<file path="src/rtl/csa_resolver.sv">
// rtl/csa_resolver.sv - resolves a carry-save (sum, carry) pair into binary, CHUNK bits per clock
module csa_resolver #(
  parameter int WIDTH = 4,
  parameter int CHUNK = 1
) (
  input  logic             clk,
  input  logic             rst_n,
  input  logic             in_valid,
  output logic             in_ready,
  input  logic [WIDTH-1:0] sum_vec,
  input  logic [WIDTH-1:0] carry_vec,
  output logic             out_valid,
  input  logic             out_ready,
  output logic [WIDTH+1:0] result
);

  localparam int N  = (WIDTH + 1) / CHUNK;
  localparam int IW = (N > 1) ? $clog2(N) : 1;

  typedef enum logic [1:0] {IDLE, ADD, DONE} state_t;

  state_t           state_q, state_d;
  logic [WIDTH:0]   a_q, a_d;
  logic [WIDTH:0]   b_q, b_d;
  logic             c_q, c_d;
  logic [IW-1:0]    idx_q, idx_d;
  logic [WIDTH+1:0] result_q, result_d;
  logic             out_valid_q, out_valid_d;

  logic [CHUNK-1:0] a_slice, b_slice;
  logic [CHUNK:0]   slice_sum;

  always_comb begin
    a_slice   = a_q[idx_q*CHUNK +: CHUNK];
    b_slice   = b_q[idx_q*CHUNK +: CHUNK];
    slice_sum = {1'b0, a_slice} + {1'b0, b_slice} + {{CHUNK{1'b0}}, c_q};

    state_d     = state_q;
    a_d         = a_q;
    b_d         = b_q;
    c_d         = c_q;
    idx_d       = idx_q;
    result_d    = result_q;
    out_valid_d = out_valid_q;

    case (state_q)
      IDLE: begin
        if (in_valid) begin
          // Carry bits carry weight 2^(i+1), so B is the carry vector shifted up one.
          a_d      = {1'b0, sum_vec};
          b_d      = {carry_vec, 1'b0};
          c_d      = 1'b0;
          idx_d    = '0;
          result_d = '0;
          state_d  = ADD;
        end
      end
      ADD: begin
        result_d[idx_q*CHUNK +: CHUNK] = slice_sum[CHUNK-1:0];
        c_d = slice_sum[CHUNK];
        if (idx_q == IW'(N - 1)) begin
          result_d[WIDTH+1] = slice_sum[CHUNK];
          out_valid_d       = 1'b1;
          state_d           = DONE;
        end else begin
          idx_d = idx_q + 1'b1;
        end
      end
      DONE: begin
        if (out_ready) begin
          out_valid_d = 1'b0;
          state_d     = IDLE;
        end
      end
      default: state_d = IDLE;
    endcase
  end

  always_ff @(posedge clk or negedge rst_n) begin
    if (!rst_n) begin
      state_q     <= IDLE;
      a_q         <= '0;
      b_q         <= '0;
      c_q         <= 1'b0;
      idx_q       <= '0;
      result_q    <= '0;
      out_valid_q <= 1'b0;
    end else begin
      state_q     <= state_d;
      a_q         <= a_d;
      b_q         <= b_d;
      c_q         <= c_d;
      idx_q       <= idx_d;
      result_q    <= result_d;
      out_valid_q <= out_valid_d;
    end
  end

  assign in_ready  = (state_q == IDLE);
  assign out_valid = out_valid_q;
  assign result    = result_q;

endmodule

</file>
<file path="config.mk">
export PLATFORM = sky130hd
export DESIGN_NAME = csa_resolver
export DESIGN_NICKNAME = d
export VERILOG_FILES = /design/src/rtl/csa_resolver.sv
export SDC_FILE = /design/constraint.sdc
export NUM_CORES = 1
export LEC_CHECK = 0
export ABC_AREA = 0
export CAP_MARGIN = 40
export CORE_MARGIN = 2
export CORE_UTILIZATION = 55
export DETAILED_ROUTE_END_ITERATION = 6
export GPL_TIMING_DRIVEN = 0
export MAX_ROUTING_LAYER = met4
export PLACE_DENSITY = 0.8
export SYNTH_ARGS = -nofsm -noshare
export SYNTH_HDL_FRONTEND = slang
export SYNTH_SLANG_ARGS = --single-unit
export TNS_END_PERCENT = 20
</file>
<file path="constraint.sdc">
create_clock -name clk -period 6.4 [get_ports clk]
set_clock_uncertainty 0.2 [all_clocks]
set_input_delay 1.28 -clock clk [delete_from_list [all_inputs] [get_ports clk]]
set_output_delay 1.28 -clock clk [all_outputs]
set_load 0.01 [all_outputs]
</file>
==> results of run 1 <==
[critical path, cell delays in order, from the launching register on]
cell and delay [ns]:
sky130_fd_sc_hd__dfrtp_1 0.40, sky130_fd_sc_hd__buf_4 0.16, sky130_fd_sc_hd__nor2_1 0.14, sky130_fd_sc_hd__clkdlybuf4s50_1 0.55
[final timing paths]
kind                                    endpoint  slack [ns]  cells past startpoint                    from
max                                     in_ready        3.37                      3  state_q[0]$_DFFE_PN0P_
min                              c_q$_DFFE_PN0P_        0.31                      1         c_q$_DFFE_PN0P_
max reg2reg                result[5]$_DFFE_PN0P_        3.41                      7    idx_q[0]$_DFFE_PN0P_
min reg2reg                      c_q$_DFFE_PN0P_        0.31                      1         c_q$_DFFE_PN0P_
max in group asynchronous     a_q[1]$_DFFE_PN0P_        4.50                      2                   rst_n
min in group asynchronous  result[3]$_DFFE_PN0P_        1.07                      1                   rst_n
[per-layer routing]
| layer | vias to the layer above | part of all wire | wire length, um |
|---|---|---|---|
| met5 | - | 0 | 0 |
| met1 | 423 | 0.44 | 914 |
| met3 | 5 | 0.035 | 74 |
| met4 | 0 | 0.014 | 29 |
| li1 | 432 | - | - |
| met2 | 21 | 0.51 | 1070 |
[area by class of cell]
cell class | count | area, um^2 | share of cell area
multi-input combinational | 74 | 601.8 | 0.4090
sequential | 21 | 525.5 | 0.3571
timing repair buffer | 20 | 205.2 | 0.1395
buffer | 6 | 52.55 | 0.03571
tap | 27 | 33.78 | 0.02296
clock buffer | 4 | 26.28 | 0.01786
inverter | 7 | 26.28 | 0.01786
[per-stage QoR]
stage          std cells  instance area [um^2]  worst slack [ns]    util  hold slack [ns]
2_1_floorplan        108                  1206             3.668       -           0.2658
3_3_place_gp         154                  1430             3.348  0.7073           0.2841
3_5_place_dp         155                  1445             3.370  0.7147           0.2888
4_1_cts              159                  1471             3.350  0.7277           0.3196
5_1_grt              159                  1471             3.171  0.7277           0.3304
6_report             159                  1471             3.367  0.7277           0.3145
[synthesized netlist by cell type]
cell / instances
sky130_fd_sc_hd__a211oi_1: 1
sky130_fd_sc_hd__a21oi_1: 3
sky130_fd_sc_hd__a22o_1: 2
sky130_fd_sc_hd__a311oi_1: 1
sky130_fd_sc_hd__a31oi_1: 1
sky130_fd_sc_hd__a41o_1: 1
sky130_fd_sc_hd__and2b_1: 1
sky130_fd_sc_hd__and3_1: 1
sky130_fd_sc_hd__and3b_1: 1
sky130_fd_sc_hd__and4bb_2: 1
sky130_fd_sc_hd__buf_4: 1
sky130_fd_sc_hd__buf_6: 2
sky130_fd_sc_hd__buf_8: 1
sky130_fd_sc_hd__clkbuf_1: 2
sky130_fd_sc_hd__dfrtp_1: 21
sky130_fd_sc_hd__fa_1: 1
sky130_fd_sc_hd__ha_1: 7
sky130_fd_sc_hd__inv_1: 7
sky130_fd_sc_hd__mux2_2: 5
sky130_fd_sc_hd__mux2_4: 3
sky130_fd_sc_hd__mux2i_1: 6
sky130_fd_sc_hd__mux4_2: 1
sky130_fd_sc_hd__nand2_1: 10
sky130_fd_sc_hd__nand2b_1: 1
sky130_fd_sc_hd__nand3_1: 6
sky130_fd_sc_hd__nand3b_1: 2
sky130_fd_sc_hd__nand4_1: 1
sky130_fd_sc_hd__nand4bb_1: 1
sky130_fd_sc_hd__nor2_1: 4
sky130_fd_sc_hd__nor2b_1: 1
sky130_fd_sc_hd__nor3_1: 2
sky130_fd_sc_hd__o211ai_1: 1
sky130_fd_sc_hd__o21ai_0: 3
sky130_fd_sc_hd__o21bai_1: 1
sky130_fd_sc_hd__o31ai_1: 1
sky130_fd_sc_hd__or3_1: 1
sky130_fd_sc_hd__or3b_1: 1
sky130_fd_sc_hd__or3b_4: 1
sky130_fd_sc_hd__xnor2_1: 1
[registers in the layout (all words and copies together) (netlist names)]
register,cells
a_q,4
b_q,4
c_q,1
idx_q,3
out_valid,1
result,6
state_q,2
[report_power, final]
part	switching, mW	internal (mW)	total, mW
combinational	0.197	0.219	0.416
sequential	0.0429	0.192	0.235
clock	0.0404	0.0243	0.0647
total	0.280	0.435	0.715
[logic make-up after synthesis]
| family | share of synthesized area |
|---|---|
| and+or+nand+nor | 0.1650 |
| AOI/OAI and AO/OA | 0.08507 |
| DFF | 0.4357 |
| xor gates and xnor gates | 0.007263 |
| buffers and inverters | 0.06536 |
| muxes | 0.1525 |
| adders and majority gates | 0.08921 |
==> results by group, run 1 <==
Layout
  – Post-synthesis to final-layout area growth: 21.99%
  – Most common cell after layout, fill and taps aside: sky130_fd_sc_hd__dfrtp_1
  – Top library cells by usage in the layout, fill and taps aside: sky130_fd_sc_hd__dfrtp_1, sky130_fd_sc_hd__clkdlybuf4s50_1, sky130_fd_sc_hd__nand2_1
  – N_diodes: 0
  – Number of nets in the final layout: 153
  – Fraction of layout instances using a drive strength above 1: 0.1439
  – Number of filler instances in the final layout: 147

Logic synthesis
  – Count of different cell masters after synthesis: 39
  – Cell type with the highest aggregate area in the netlist: sky130_fd_sc_hd__dfrtp_1
  – Area fraction of the dominant cell type after synthesis: 0.4357
  – Synth Area per Inst: 11.17 um^2
  – Flops & latches, synth: 21
  – Total standard cell area after synthesis: 1206 um^2
  – Number of warnings reported in the yosys synthesis log: 0
  – Post-Syn Instances: 108
  – Synth top area cells: sky130_fd_sc_hd__dfrtp_1, sky130_fd_sc_hd__ha_1, sky130_fd_sc_hd__mux2i_1
  – Portion of the post-synthesis area used by sequential elements: 0.4357
  – Syn_nets: 128

Die
  – Horizontal extent of the die: 50.83 um
  – Count of standard-cell rows: 16
  – DIE AREA: 2584 um^2
  – Initial standard-cell utilization of the core: 0.5965
  – Height of the die: 50.83 um
  – Top-Level Pins: 20
  – Core area: 2022 um^2

Clocking
  – Post-CTS Setup Bufs: 0
  – Clock-pin slew of the registers on the worst-case setup and hold paths: 0.11 ns
  – Cts repair resizes: 0
  – CTS tree: yes
  – Maximum count of clock buffers along a single path: 2
  – Number of CTS-inserted buffers: 3
  – Clock H-tree levels: 1
  – Worst-Skew Late Latency: 0.30 ns
  – Library cell used as clock root buffer: sky130_fd_sc_hd__clkbuf_4
  – Hold bufs inserted after CTS: 0
  – Number of sinks driven by the clock tree: 21

Timing
  – Number of max-slew violations in the final report: 0
  – Final critical-path share of the clock period: 0.4740
  – Least-Margin Pin Slew: 0.4584 ns
  – Tightest slew margin relative to the limit: 0.6944
  – Setup repair after global routing missed its margin: false
  – Final hold violations: 0
  – Final count of negative-setup-slack endpoints: 0
  – Post-layout min period: 3.033 ns
  – Highest clock rate: 329.7 MHz
  – Final TNS setup: 0 ns

Power and ir drop
  – Total leakage power: 0.6793 nW
  – Power density cells: 486.1 nW/um^2
  – Overall power consumption: 715.2 uW
  – Worst VDD drop: 278.1 uV

Detailed routing
  – Routed vias: 881
  – Detailed-route DRC error count: 0
  – Vias/cell: 5.541
  – Final wirelength: 2089 um
  – Routed length per placed instance: 13.14 um
  – Routed Antenna Nets: 0
  – TritonRoute pass-1 iters: 4
  – DR iter-0 viols: 10

GRT
  – Via count of the first global-routing pass: 835
  – Global-route wire length before repair: 3663 um
  – GR Layer Usage met2: 0.3092
  – GRT Util Overall: 0.1942
  – Grt met3 use: 0.03509
  – Number of antenna violations at the first check in global routing: 0
  – Pin count of the biggest net entering global routing: 14
  – Total congestion overflow: 0
  – Top Usage Layer GRT: met2
  – M1 GR Usage: 0.2519

Worst setup path
  – Critical Path Fanout Max: 10
  – Critical path capture point type: output port
  – CP arrival: 1.55 ns
  – Critical path startpoint category: flop
  – Required time at the endpoint of the critical path: 4.92 ns
  – Worst Setup Path Type: reg -> out

Place
  – Final GP Congestion: 0.8917
  – Sum of net half-perimeters after detailed placement: 1662 um
  – Total of buffers placed on input and output ports: 19

Min path
  – Hold WC Path Type: reg -> reg

Run status
  – Run status: finished clean

Job
  – Max Cap Viol: 0
(Power assumes the default switching activity.)
==> inputs of run 2 (changes only) <==
CORE_UTILIZATION = 47   (was 55)
PLACE_DENSITY = 0.73   (was 0.8)
clock period = 2.6 ns   (was 6.4 ns; I/O delays follow)
==> results by group, run 2 (synthesized netlist as in run 1, its figures left out) <==
Die
  – Initial standard-cell utilization of the core: 0.4913
  – Core area: 2455 um^2
  – Count of standard-cell rows: 18
  – Top-Level Pins: 20
  – Height of the die: 54.66 um
  – Horizontal extent of the die: 54.66 um
  – DIE AREA: 2988 um^2

Timing
  – Final count of negative-setup-slack endpoints: 0
  – Hold_ws: 0.3202 ns
  – Post-layout min period: 2.506 ns
  – Least-Margin Pin Slew: 0.5738 ns
  – Tightest slew margin relative to the limit: 0.6163
  – Final TNS setup: 0 ns
  – Setup repair after global routing missed its margin: false
  – Final critical-path share of the clock period: 0.9640
  – Final worst slack: 0.09367 ns
  – Highest clock rate: 399.0 MHz
  – Number of max-slew violations in the final report: 0
  – Final hold violations: 0

Clocking
  – Number of sinks driven by the clock tree: 21
  – CTS tree: yes
  – Worst-Skew Late Latency: 0.32 ns
  – Maximum count of clock buffers along a single path: 2
  – Number of CTS-inserted buffers: 3
  – Clock-pin slew of the registers on the worst-case setup and hold paths: 0.13 ns
  – Library cell used as clock root buffer: sky130_fd_sc_hd__clkbuf_4
  – Clock H-tree levels: 1
  – Hold bufs inserted after CTS: 0

Place
  – Total of buffers placed on input and output ports: 19
  – Sum of net half-perimeters after detailed placement: 1665 um
  – # placed instances: 158
  – Final GP Congestion: 0.8454
  – Post-Place Setup Slack: -0.2687 ns

GRT
  – Global-route wire length before repair: 3788 um
  – GRT Util Overall: 0.1852
  – Number of antenna violations at the first check in global routing: 0
  – Via count of the first global-routing pass: 850
  – Pin count of the biggest net entering global routing: 13
  – Total congestion overflow: 0

Worst setup path
  – Slowest cell delay on critical path: 0.49 ns
  – Critical path startpoint category: flop
  – Required time at the endpoint of the critical path: 2.64 ns
  – Critical path capture point type: flop
  – Crit path max-delay family: multiplexers
  – Worst Setup Path Type: reg -> reg
  – Count of buffer and inverter cells on the critical path: 1
  – Slowest library cell on the worst path: sky130_fd_sc_hd__mux4_2
  – Cells along the critical path: buf_8 -> mux4_2 -> nand2_1 -> fa_1 -> nand4bb_1 -> a41o_1 -> a211oi_2
  – CP arrival: 2.54 ns
  – Critical Path Fanout Max: 5

Power and ir drop
  – Worst VDD drop: 777.7 uV
  – Total leakage power: 0.7138 nW
  – Power density cells: 1252 nW/um^2

Layout
  – Post-synthesis to final-layout area growth: 27.90%
  – Number of filler instances in the final layout: 206
  – Fraction of layout instances using a drive strength above 1: 0.2059
  – Post-layout utilization of the core: 0.6284
  – Layout Cells excl Fill: 166
  – Top library cells by usage in the layout, fill and taps aside: sky130_fd_sc_hd__dfrtp_1, sky130_fd_sc_hd__clkdlybuf4s50_1, sky130_fd_sc_hd__nand2_1
  – Number of nets in the final layout: 157
  – Max reg flops: 6
  – N_diodes: 0

Detailed routing
  – Routed vias: 904
  – Vias/cell: 5.446
  – DR iter-0 viols: 15
  – Routed Antenna Nets: 0
  – Final wirelength: 2425 um
  – TritonRoute pass-1 iters: 4
  – Detailed-route DRC error count: 0
  – Routed length per placed instance: 14.61 um

Min path
  – Hold WC Path Type: reg -> reg

Run status
  – Run status: finished clean

Job
  – Max Cap Viol: 0
## run 2: cell types whose count changed in the layout (fill, tap and decap cells not counted), sizes merged
cell,previous run,this run
buf,5,9
clkbuf,6,5
clkinv,0,1
## run 2: final timing paths
kind | from | to | slack (ns) | cells after the start
setup / recovery | idx_q[0]$_DFFE_PN0P_ | result[5]$_DFFE_PN0P_ | 0.09 | 7
hold / removal | b_q[2]$_DFFE_PN0P_ | b_q[2]$_DFFE_PN0P_ | 0.32 | 1
setup reg to reg | idx_q[0]$_DFFE_PN0P_ | result[5]$_DFFE_PN0P_ | 0.09 | 7
hold reg to reg | b_q[2]$_DFFE_PN0P_ | b_q[2]$_DFFE_PN0P_ | 0.32 | 1
max in group asynchronous | rst_n | idx_q[1]$_DFFE_PN0P_ | 1.36 | 2
min in group asynchronous | rst_n | result[1]$_DFFE_PN0P_ | 0.34 | 1
## run 2: per-stage QoR
step / power (mW) / area [um^2]
2_1_floorplan: 1.325 / 1207
3_3_place_gp: 1.587 / 1435
3_5_place_dp: 1.618 / 1450
4_1_cts: 1.867 / 1508
5_1_grt: 2.091 / 1543
6_report: 1.931 / 1543
## run 2: worst register-to-register path, stage by stage, from the launching register on
cell,delay (ns)
sky130_fd_sc_hd__dfrtp_2,0.41
sky130_fd_sc_hd__buf_8,0.13
sky130_fd_sc_hd__mux4_2,0.49
sky130_fd_sc_hd__nand2_1,0.11
sky130_fd_sc_hd__fa_1,0.41
sky130_fd_sc_hd__nand4bb_1,0.23
sky130_fd_sc_hd__a41o_1,0.25
sky130_fd_sc_hd__a211oi_2,0.21
## run 2: layout make-up
type / instances / area, um^2 / share of cell area
flip-flops and latches: 21 / 528.0 / 0.3423
clock inverters: 1 / 5.005 / 0.003244
inverters: 7 / 26.28 / 0.01703
repair buffers: 24 / 252.7 / 0.1638
multi-input cells: 74 / 606.8 / 0.3933
clock buffers: 3 / 22.52 / 0.01460
plain buffers: 6 / 63.81 / 0.04136
well taps: 30 / 37.54 / 0.02433
## run 2: routing by layer
metal	share of wire	vias up	global-route usage
met3	0.047	2	0.04372
li1	-	435	-
met4	0.010	0	0.06250
met2	0.50	28	0.2976
met1	0.44	439	0.2278
met5	0	-	-
## run 2: power breakdown
part / leakage (nW) / switching (mW) / internal (mW)
sequential: 0.262 / 0.103 / 0.475
combinational: 0.434 / 0.538 / 0.646
clock: 0.0177 / 0.111 / 0.0577
total: 0.714 / 0.752 / 1.18
## run 2: timing repair
action | 4_1_cts | 5_1_grt
resized for setup | 4 | 2
setup buffers | 2 | 1
setup endpoints to repair | 1 | 1
pin swaps | 2 | 2
cloned | 0 | 1
